## src/rtl/mem_port_arbiter.sv

```systemverilog
// Shared memory-port arbiter for instruction fetch and load/store traffic.
// Grants one access at a time, alternates under contention, and aborts stalled accesses.
module mem_port_arbiter #(
    parameter int unsigned ADDR_WIDTH     = 64,
    parameter int unsigned TIMEOUT_CYCLES = 16
) (
    input  logic                  clk,
    input  logic                  rst,
    input  logic                  i_fetch_req,
    input  logic [ADDR_WIDTH-1:0] i_pc,
    input  logic                  i_data_req,
    input  logic                  i_data_we,
    input  logic [ADDR_WIDTH-1:0] i_result,
    input  logic                  i_mem_done,
    output logic                  o_mem_req,
    output logic                  o_mem_we,
    output logic                  o_addr_sel,
    output logic [ADDR_WIDTH-1:0] o_mem_addr,
    output logic                  o_fetch_ack,
    output logic                  o_data_ack,
    output logic                  o_timeout,
    output logic                  o_busy
);

    localparam int unsigned CNT_W = $clog2(TIMEOUT_CYCLES + 1);

    typedef enum logic [1:0] {S_IDLE, S_FETCH, S_DATA} state_e;
    typedef enum logic {G_FETCH, G_DATA} grant_e;

    state_e                state_q, state_d;
    grant_e                last_grant_q, last_grant_d;
    logic [CNT_W-1:0]      cnt_q, cnt_d;
    logic                  mem_req_q, mem_req_d;
    logic                  mem_we_q, mem_we_d;
    logic                  addr_sel_q, addr_sel_d;
    logic [ADDR_WIDTH-1:0] mem_addr_q, mem_addr_d;
    logic                  fetch_ack_q, fetch_ack_d;
    logic                  data_ack_q, data_ack_d;
    logic                  timeout_q, timeout_d;
    logic                  busy_q, busy_d;

    logic fetch_elig, data_elig, grant_data;

    // A requester acked this cycle is masked so the other side gets the port next.
    assign fetch_elig = i_fetch_req & ~fetch_ack_q;
    assign data_elig  = i_data_req & ~data_ack_q;
    assign grant_data = data_elig & (~fetch_elig | (last_grant_q == G_FETCH));

    always_comb begin
        state_d      = state_q;
        last_grant_d = last_grant_q;
        cnt_d        = cnt_q;
        mem_req_d    = mem_req_q;
        mem_we_d     = mem_we_q;
        addr_sel_d   = addr_sel_q;
        mem_addr_d   = mem_addr_q;
        busy_d       = busy_q;
        fetch_ack_d  = 1'b0;
        data_ack_d   = 1'b0;
        timeout_d    = 1'b0;

        unique case (state_q)
            S_IDLE: begin
                if (fetch_elig | data_elig) begin
                    state_d      = grant_data ? S_DATA : S_FETCH;
                    last_grant_d = grant_data ? G_DATA : G_FETCH;
                    mem_req_d    = 1'b1;
                    busy_d       = 1'b1;
                    addr_sel_d   = grant_data;
                    mem_addr_d   = grant_data ? i_result : i_pc;
                    mem_we_d     = grant_data & i_data_we;
                    cnt_d        = '0;
                end
            end
            S_FETCH, S_DATA: begin
                if (i_mem_done) begin
                    state_d     = S_IDLE;
                    mem_req_d   = 1'b0;
                    busy_d      = 1'b0;
                    fetch_ack_d = (state_q == S_FETCH);
                    data_ack_d  = (state_q == S_DATA);
                end else if (cnt_q == CNT_W'(TIMEOUT_CYCLES)) begin
                    state_d   = S_IDLE;
                    mem_req_d = 1'b0;
                    busy_d    = 1'b0;
                    timeout_d = 1'b1;
                end else begin
                    cnt_d = cnt_q + 1'b1;
                end
            end
            default: begin
                state_d   = S_IDLE;
                mem_req_d = 1'b0;
                busy_d    = 1'b0;
            end
        endcase
    end

    always_ff @(posedge clk) begin
        if (rst) begin
            state_q      <= S_IDLE;
            last_grant_q <= G_DATA;
            cnt_q        <= '0;
            mem_req_q    <= 1'b0;
            mem_we_q     <= 1'b0;
            addr_sel_q   <= 1'b0;
            mem_addr_q   <= '0;
            fetch_ack_q  <= 1'b0;
            data_ack_q   <= 1'b0;
            timeout_q    <= 1'b0;
            busy_q       <= 1'b0;
        end else begin
            state_q      <= state_d;
            last_grant_q <= last_grant_d;
            cnt_q        <= cnt_d;
            mem_req_q    <= mem_req_d;
            mem_we_q     <= mem_we_d;
            addr_sel_q   <= addr_sel_d;
            mem_addr_q   <= mem_addr_d;
            fetch_ack_q  <= fetch_ack_d;
            data_ack_q   <= data_ack_d;
            timeout_q    <= timeout_d;
            busy_q       <= busy_d;
        end
    end

    assign o_mem_req   = mem_req_q;
    assign o_mem_we    = mem_we_q;
    assign o_addr_sel  = addr_sel_q;
    assign o_mem_addr  = mem_addr_q;
    assign o_fetch_ack = fetch_ack_q;
    assign o_data_ack  = data_ack_q;
    assign o_timeout   = timeout_q;
    assign o_busy      = busy_q;

endmodule

```

## config.mk

```make
export PLATFORM = sky130hd
export DESIGN_NAME = mem_port_arbiter
export DESIGN_NICKNAME = d
export VERILOG_FILES = /design/src/rtl/mem_port_arbiter.sv
export SDC_FILE = /design/constraint.sdc
export NUM_CORES = 1
export LEC_CHECK = 0
export ABC_AREA = 1
export CAP_MARGIN = 20
export CORE_MARGIN = 4
export CORE_UTILIZATION = 36
export DETAILED_ROUTE_END_ITERATION = 12
export PLACE_DENSITY = 0.77
export SLEW_MARGIN = 0
export SYNTH_ARGS = -nofsm -noshare
export SYNTH_HDL_FRONTEND = slang
export SYNTH_SLANG_ARGS = --single-unit
```

## constraint.sdc

```tcl
create_clock -name clk -period 1.6 [get_ports clk]
set_clock_uncertainty 0.05 [all_clocks]
set_input_delay 0.16 -clock clk [delete_from_list [all_inputs] [get_ports clk]]
set_output_delay 0.16 -clock clk [all_outputs]
set_load 0.01 [all_outputs]
```

==> results of run 1 <==
==> cell families (layout without fill, tap and decap cells) <==
kind of cell    count (synthesis)  in the layout
fa+ha+maj                       5              5
simple gates                  436            436
xor+xnor                        1              1
flops                          78             78
compound gates                 12             12
buf+inv                       124            349
==> synthesized netlist by cell type <==
| library cell | count | area (um^2) |
|---|---|---|
| sky130_fd_sc_hd__ha_1 | 5 | 62.6 |
| sky130_fd_sc_hd__nor2_1 | 138 | 518 |
| sky130_fd_sc_hd__dfxtp_1 | 78 | 1560 |
| sky130_fd_sc_hd__buf_6 | 4 | 45.0 |
| sky130_fd_sc_hd__nand3_2 | 1 | 10.0 |
| sky130_fd_sc_hd__buf_4 | 12 | 90.1 |
| sky130_fd_sc_hd__clkbuf_1 | 5 | 18.8 |
| sky130_fd_sc_hd__nand2_1 | 221 | 830 |
| sky130_fd_sc_hd__a21oi_1 | 11 | 55.1 |
| sky130_fd_sc_hd__buf_2 | 13 | 65.1 |
| sky130_fd_sc_hd__xor2_1 | 1 | 8.76 |
| sky130_fd_sc_hd__a21oi_2 | 1 | 8.76 |
| sky130_fd_sc_hd__inv_1 | 86 | 323 |
| sky130_fd_sc_hd__buf_1 | 3 | 11.3 |
| sky130_fd_sc_hd__inv_2 | 1 | 3.75 |
| sky130_fd_sc_hd__nand4_1 | 3 | 18.8 |
| sky130_fd_sc_hd__nand3_1 | 72 | 360 |
| sky130_fd_sc_hd__nor3_1 | 1 | 5.00 |
==> critical path: stages, from the launching register on <==
cell and delay [ns]:
sky130_fd_sc_hd__dfxtp_2 0.33, sky130_fd_sc_hd__inv_2 0.07, sky130_fd_sc_hd__ha_4 0.14, sky130_fd_sc_hd__inv_2 0.04
sky130_fd_sc_hd__a21oi_4 0.23, sky130_fd_sc_hd__buf_12 0.19, sky130_fd_sc_hd__buf_12 0.16, sky130_fd_sc_hd__nor2_1 0.05
sky130_fd_sc_hd__nor2_1 0.09, sky130_fd_sc_hd__nand2_1 0.06, sky130_fd_sc_hd__inv_1 0.04
==> where the power goes <==
part	switching, W	internal [W]	total (W)	leakage [nW]
Clock	0.000668	0.000673	0.00134	0.0914
Sequential	0.000172	0.00227	0.00244	0.648
Combinational	0.00139	0.00166	0.00305	2.65
Total	0.00223	0.00460	0.00684	3.39
==> state kept, by name (all words and copies together) (netlist names) <==
| register | cells |
|---|---|
| o_mem_addr | 64 |
| cnt_q | 5 |
| state_q | 2 |
| last_grant_q | 1 |
| o_addr_sel | 1 |
| o_busy | 1 |
| o_data_ack | 1 |
| o_fetch_ack | 1 |
| o_mem_we | 1 |
| o_timeout | 1 |
==> routing by layer <==
metal | wire (um) | global-route usage [%] | up-vias
met3 | 772 | 3.80 | 24
met4 | 329 | 7.85 | 0
met2 | 6090 | 31.3 | 140
li1 | - | - | 2393
met5 | 0 | 0 | -
met1 | 5370 | 22.7 | 2010
==> placed cells by master (no fill, tap or decap), types with 3 or more instances in the layout <==
cell / count
sky130_fd_sc_hd__nand4_1: 3
sky130_fd_sc_hd__clkbuf_16: 3
sky130_fd_sc_hd__nand2_1: 220
sky130_fd_sc_hd__clkbuf_8: 12
sky130_fd_sc_hd__buf_12: 15
sky130_fd_sc_hd__buf_4: 26
sky130_fd_sc_hd__inv_1: 83
sky130_fd_sc_hd__ha_1: 4
sky130_fd_sc_hd__clkdlybuf4s50_1: 203
sky130_fd_sc_hd__nor2_1: 136
sky130_fd_sc_hd__dfxtp_1: 76
sky130_fd_sc_hd__nand3_1: 71
sky130_fd_sc_hd__inv_2: 4
sky130_fd_sc_hd__a21oi_1: 11
==> per-stage QoR <==
stage          TNS, ns  total power (W)  hold slack (ns)
3_3_place_gp     -4.66          0.00534            0.398
3_5_place_dp     -6.35          0.00538            0.409
2_1_floorplan        0          0.00387            0.189
4_1_cts              0          0.00675            0.239
5_1_grt        -0.0301          0.00734            0.282
6_report             0          0.00684            0.229
==> repair_timing <==
item,in CTS,in global routing
buffers inserted,0,3
setup endpoints to repair,0,20
resized for setup,0,12
hold endpoints to repair,0,0
==> final timing paths <==
kind                   start  cells past startpoint  slack (ns)            end
hold reg to reg     o_mem_we                      2        0.43       o_mem_we
hold / removal           rst                      3        0.23   last_grant_q
setup reg to reg  state_q[0]                     10        0.08  o_mem_addr[4]
setup / recovery  state_q[0]                     10        0.08  o_mem_addr[4]
==> final cells by class <==
type                            count  area [um^2]  share of cell area [%]
Timing Repair Buffer              248         2610                    38.5
Multi-Input combinational cell    454         1920                    28.4
Sequential cell                    78         1560                    23.1
Inverter                           87          327                    4.82
Tap cell                          140          175                    2.59
Clock buffer                       13          169                    2.50
Clock inverter                      1         5.00                  0.0739
==> impl_metrics.toml, run 1 <==
[die]
die_y_extent_um = 113
row_count = 38
initial_core_util_pct = 36.9
die_w_um = 113
total_core_area_um2 = 10800
dieArea_um2 = 12800
io_pins = 205

[final_layout]
num_antenna_cells = 0
finish.utilization_pct = 62.4
fill_cells = 973
number_of_standard_cells_in_the_final_layout_excluding_fillers = 1021
num-nets-final = 1017
finish.instance_area_um2 = 6770
drive_above_1_share_pct = 8.06
area_growth_syn_to_layout_pct = 69.4

[cts]
tritoncts = "built"
clk_transition_reported_paths_ns = 0.07
cts_buffers = 9
cts_htree_levels = 3
clock_tree.buffer_depth = 2
cts_root_buffer = "sky130_fd_sc_hd__clkbuf_8"
worstSkewPairLatency_ns = 0.34
cts.sink_count = 78
post_cts_hold_buffer_count = 0

[routing]
drc_errors_left = 0
postRouteAntennaNets = 0
detail_route.vias_per_cell = 4.47
drt-pass1-iter-count = 4
via_count = 4567
post_route_wl_um = 12600
drt_iter0_drc = 267
wl_per_cell_um = 12.3

[yosys]
yosys.area_share.xor_xnor_pct = 0.219
mappedNetlistNets = 795
combinational_family_with_the_most_area_after_synthesis = "simple AND/OR/NAND/NOR gates"
synth-compound-area-share_pct = 1.60
synth_simple_gate_area_share_pct = 43.6
synth_mux_area_share_pct = 0
synthAdderAreaFrac_pct = 1.57
synth.yosys.seq_area_share_pct = 39.1
synthesis.yosys.warnings = 0
ys_ff_latch = 78
syn-cell-area_um2 = 4000
synth_cells = 656
post_synth_cell_types = 18
synth_area_per_cell_um2 = 6.09

[placed_design]
numPlacedInstances = 1001
finalWeightedCongestion = 0.851
dpl-instance-area_um2 = 6460
portBuffers = 204
pre_cts_slack_ns = -0.143
dpl.hpwl_um = 9430

[global_routing]
groute.usage.overall_pct = 18.5
grt-ovfl-total = 0
grt_pass1_wl_um = 19400
grt_max_degree = 31
first_global_vias = 4149
grt_antenna_before_repair = 0

[min_path]
hold_class = "in -> reg"

[outcome]
run_status = "complete, no violations"

[setup_path]
data_required_time_of_the_critical_path_ns = 1.84
cp_startpoint_kind = "register"
worst-endpoint-arrival_ns = 1.76
path_max_fanout = 21
worstSetupPathType = "reg -> reg"
cp-end-kind = "register"

[power]
worst_ir_drop_vdd_v = 0.000514
pwr_density_cell_nw_per_um2 = 1010
power.static_leakage_nw = 3.39

[timing]
grt_setup_unrepaired = "true"
finalSetupViolations = 0
drv_slew = 0
worst_slew_pin_slew_ns = 0.325
timing_hold_violations_final = 0
period_share_pct = 95.2
period_minus_slack_ns = 1.52
fmax_mhz = 657
layout_setup_ws_ns = 0.0770
timing.slew.headroom_pct = 78.4

[job]
cap_viol_max_count = 0
Note: power is estimated with default switching activity, not from simulation.
==> run 2: changes to the inputs <==
--- a/config.mk
+++ b/config.mk
@@ -10,7 +10,7 @@
 export CORE_MARGIN = 4
 export CORE_UTILIZATION = 36
 export DETAILED_ROUTE_END_ITERATION = 12
-export PLACE_DENSITY = 0.77
+export PLACE_DENSITY_LB_ADDON = 0.15
 export SLEW_MARGIN = 0
 export SYNTH_ARGS = -nofsm -noshare
 export SYNTH_HDL_FRONTEND = slang
==> impl_metrics.toml, run 2 (synthesis results as in run 1) <==
[setup_path]
crit_path_top_delay_cell = "sky130_fd_sc_hd__dfxtp_1"
path_max_fanout = 31
critical_path.max_stage_delay_ns = 0.32
r2r_setup_slack_ns = 0.08
timing.critical_path.buf_inv = 5
crit_family = "buffers and inverters"
worst_path_most_repeated_cell = "sky130_fd_sc_hd__inv_1"
path_cells = "inv_1 > ha_4 > inv_1 > a21oi_4 > buf_12 > buf_12 > nand3_1 > nand2_1 > inv_1"
cp_startpoint_kind = "register"
cp-end-kind = "register"
data_required_time_of_the_critical_path_ns = 1.79
worstSetupPathType = "reg -> reg"
worst-endpoint-arrival_ns = 1.71

[final_layout]
largest_reg_flops = 64
finish.utilization_pct = 60.4
fill_cells = 1041
regArea_um2 = 1560
leading_cell_type_in_the_layout_fill_and_taps_excluded = "sky130_fd_sc_hd__nand2_1"
multi_input_comb_area_um2 = 1920
num-nets-final = 994
number_of_standard_cells_in_the_final_layout_excluding_fillers = 1000
drive_above_1_share_pct = 5.35
num_antenna_cells = 0
area_growth_syn_to_layout_pct = 64.0
mostFrequentLayoutCells = "sky130_fd_sc_hd__nand2_1, sky130_fd_sc_hd__clkdlybuf4s50_1, sky130_fd_sc_hd__nor2_1"

[timing]
fmax_mhz = 658
fin_setup_tns_ns = 0
finalSetupViolations = 0
period_minus_slack_ns = 1.52
timing.slew.headroom_pct = 82.7
worst_slew_pin_slew_ns = 0.260
period_share_pct = 95.0
layout_setup_ws_ns = 0.0793
drv_slew = 0
fin_worst_hold_slack_ns = 0.202
timing_hold_violations_final = 0
grt_setup_unrepaired = "false"

[die]
total_core_area_um2 = 10800
dieArea_um2 = 12800
initial_core_util_pct = 36.9
row_count = 38
die_w_um = 113
die_y_extent_um = 113
io_pins = 205

[global_routing]
groute.usage.overall_pct = 18.8
grt_max_degree = 70
grt-ovfl-total = 0
grt_pass1_wl_um = 19800
first_global_vias = 4331
grt_antenna_before_repair = 0

[cts]
clk_transition_reported_paths_ns = 0.08
cts_root_buffer = "sky130_fd_sc_hd__clkbuf_8"
clock_tree.buffer_depth = 2
cts_buffers = 9
tritoncts = "built"
cts.sink_count = 78
cts_htree_levels = 3
worstSkewPairLatency_ns = 0.35

[routing]
wl_met2_um = 6170
route.layer.met1.wl_um = 5370
drt-pass1-iter-count = 4
routed_wire_length_on_met3_um = 941
drc_errors_left = 0
detail_route.vias_per_cell = 4.52
drt_iter0_drc = 162
via_count = 4516
wl_per_cell_um = 12.8
postRouteAntennaNets = 0
post_route_wl_um = 12800
highest_routed_metal_layer = "met4"

[placed_design]
dpl.hpwl_um = 9200
finalWeightedCongestion = 0.796
portBuffers = 204
numPlacedInstances = 980
pre_cts_slack_ns = -0.141

[power]
power.static_leakage_nw = 3.26
worst_ir_drop_vdd_v = 0.000506
pwr-share-seq_pct = 36.1
power_switching_w = 0.00226
internal_power_w = 0.00452
net_sw_share_pct = 33.4
combPwrFrac_pct = 41.3
power_share_of_the_clock_group_pct = 22.6
pwr_density_cell_nw_per_um2 = 1030

[outcome]
run_status = "complete, no violations"

[min_path]
hold_class = "in -> reg"

[job]
cap_viol_max_count = 0
run 2: layer usage:
layer  GRT usage (%)  up-vias
li1                -     2343
met1            21.4     1998
met2            33.1      155
met3            5.24       20
met4            7.77        0
met5               0        -
run 2: power by group through the flow:
stage	Sequential [W]	Clock, W	Combinational, W
floorplan	0.00261	0	0.00126
global placement	0.00248	0	0.00256
detailed placement	0.00249	0	0.00261
CTS	0.00245	0.00158	0.00263
global route	0.00249	0.00167	0.00310
finish	0.00245	0.00153	0.00280
run 2: final cells by class:
class / instances / area share, %
clock buffers: 11 / 2.31
clock inverters: 5 / 0.879
inverters: 87 / 4.98
multi-input cells: 454 / 29.4
flip-flops and latches: 78 / 23.9
well taps: 140 / 2.67
repair buffers: 225 / 35.9
run 2: metrics by stage:
stage                     power [W]  area (um^2)
final                       0.00678         6550
after global routing        0.00727         6550
after CTS                   0.00667         6420
after detailed placement    0.00510         6200
after global placement      0.00504         6200
after floorplan             0.00387         4000
run 2: final timing paths:
check | start | endpoint | depth (start not counted)
worst max-delay path | state_q[0] | o_mem_addr[51] | 9
worst min-delay path | rst | o_mem_addr[8] | 4
worst max register to register | state_q[0] | o_mem_addr[51] | 9
worst min register to register | o_addr_sel | o_addr_sel | 2
run 2: worst min-delay path: cells and delay by family:
kind | cells | cell delay, ns
simple gates | 2 | 0.19
buf+inv | 2 | 0.23
run 2: what timing repair did:
item | 4_1_cts | 5_1_grt
endpoints found under the setup margin | 2 | 59
hold buffers | 0 | 0
endpoints found under the hold margin | 0 | 0
gates resized for setup | 2 | 6
pin swaps | 1 | 0
cloned | 0 | 3
buffers inserted | 0 | 1
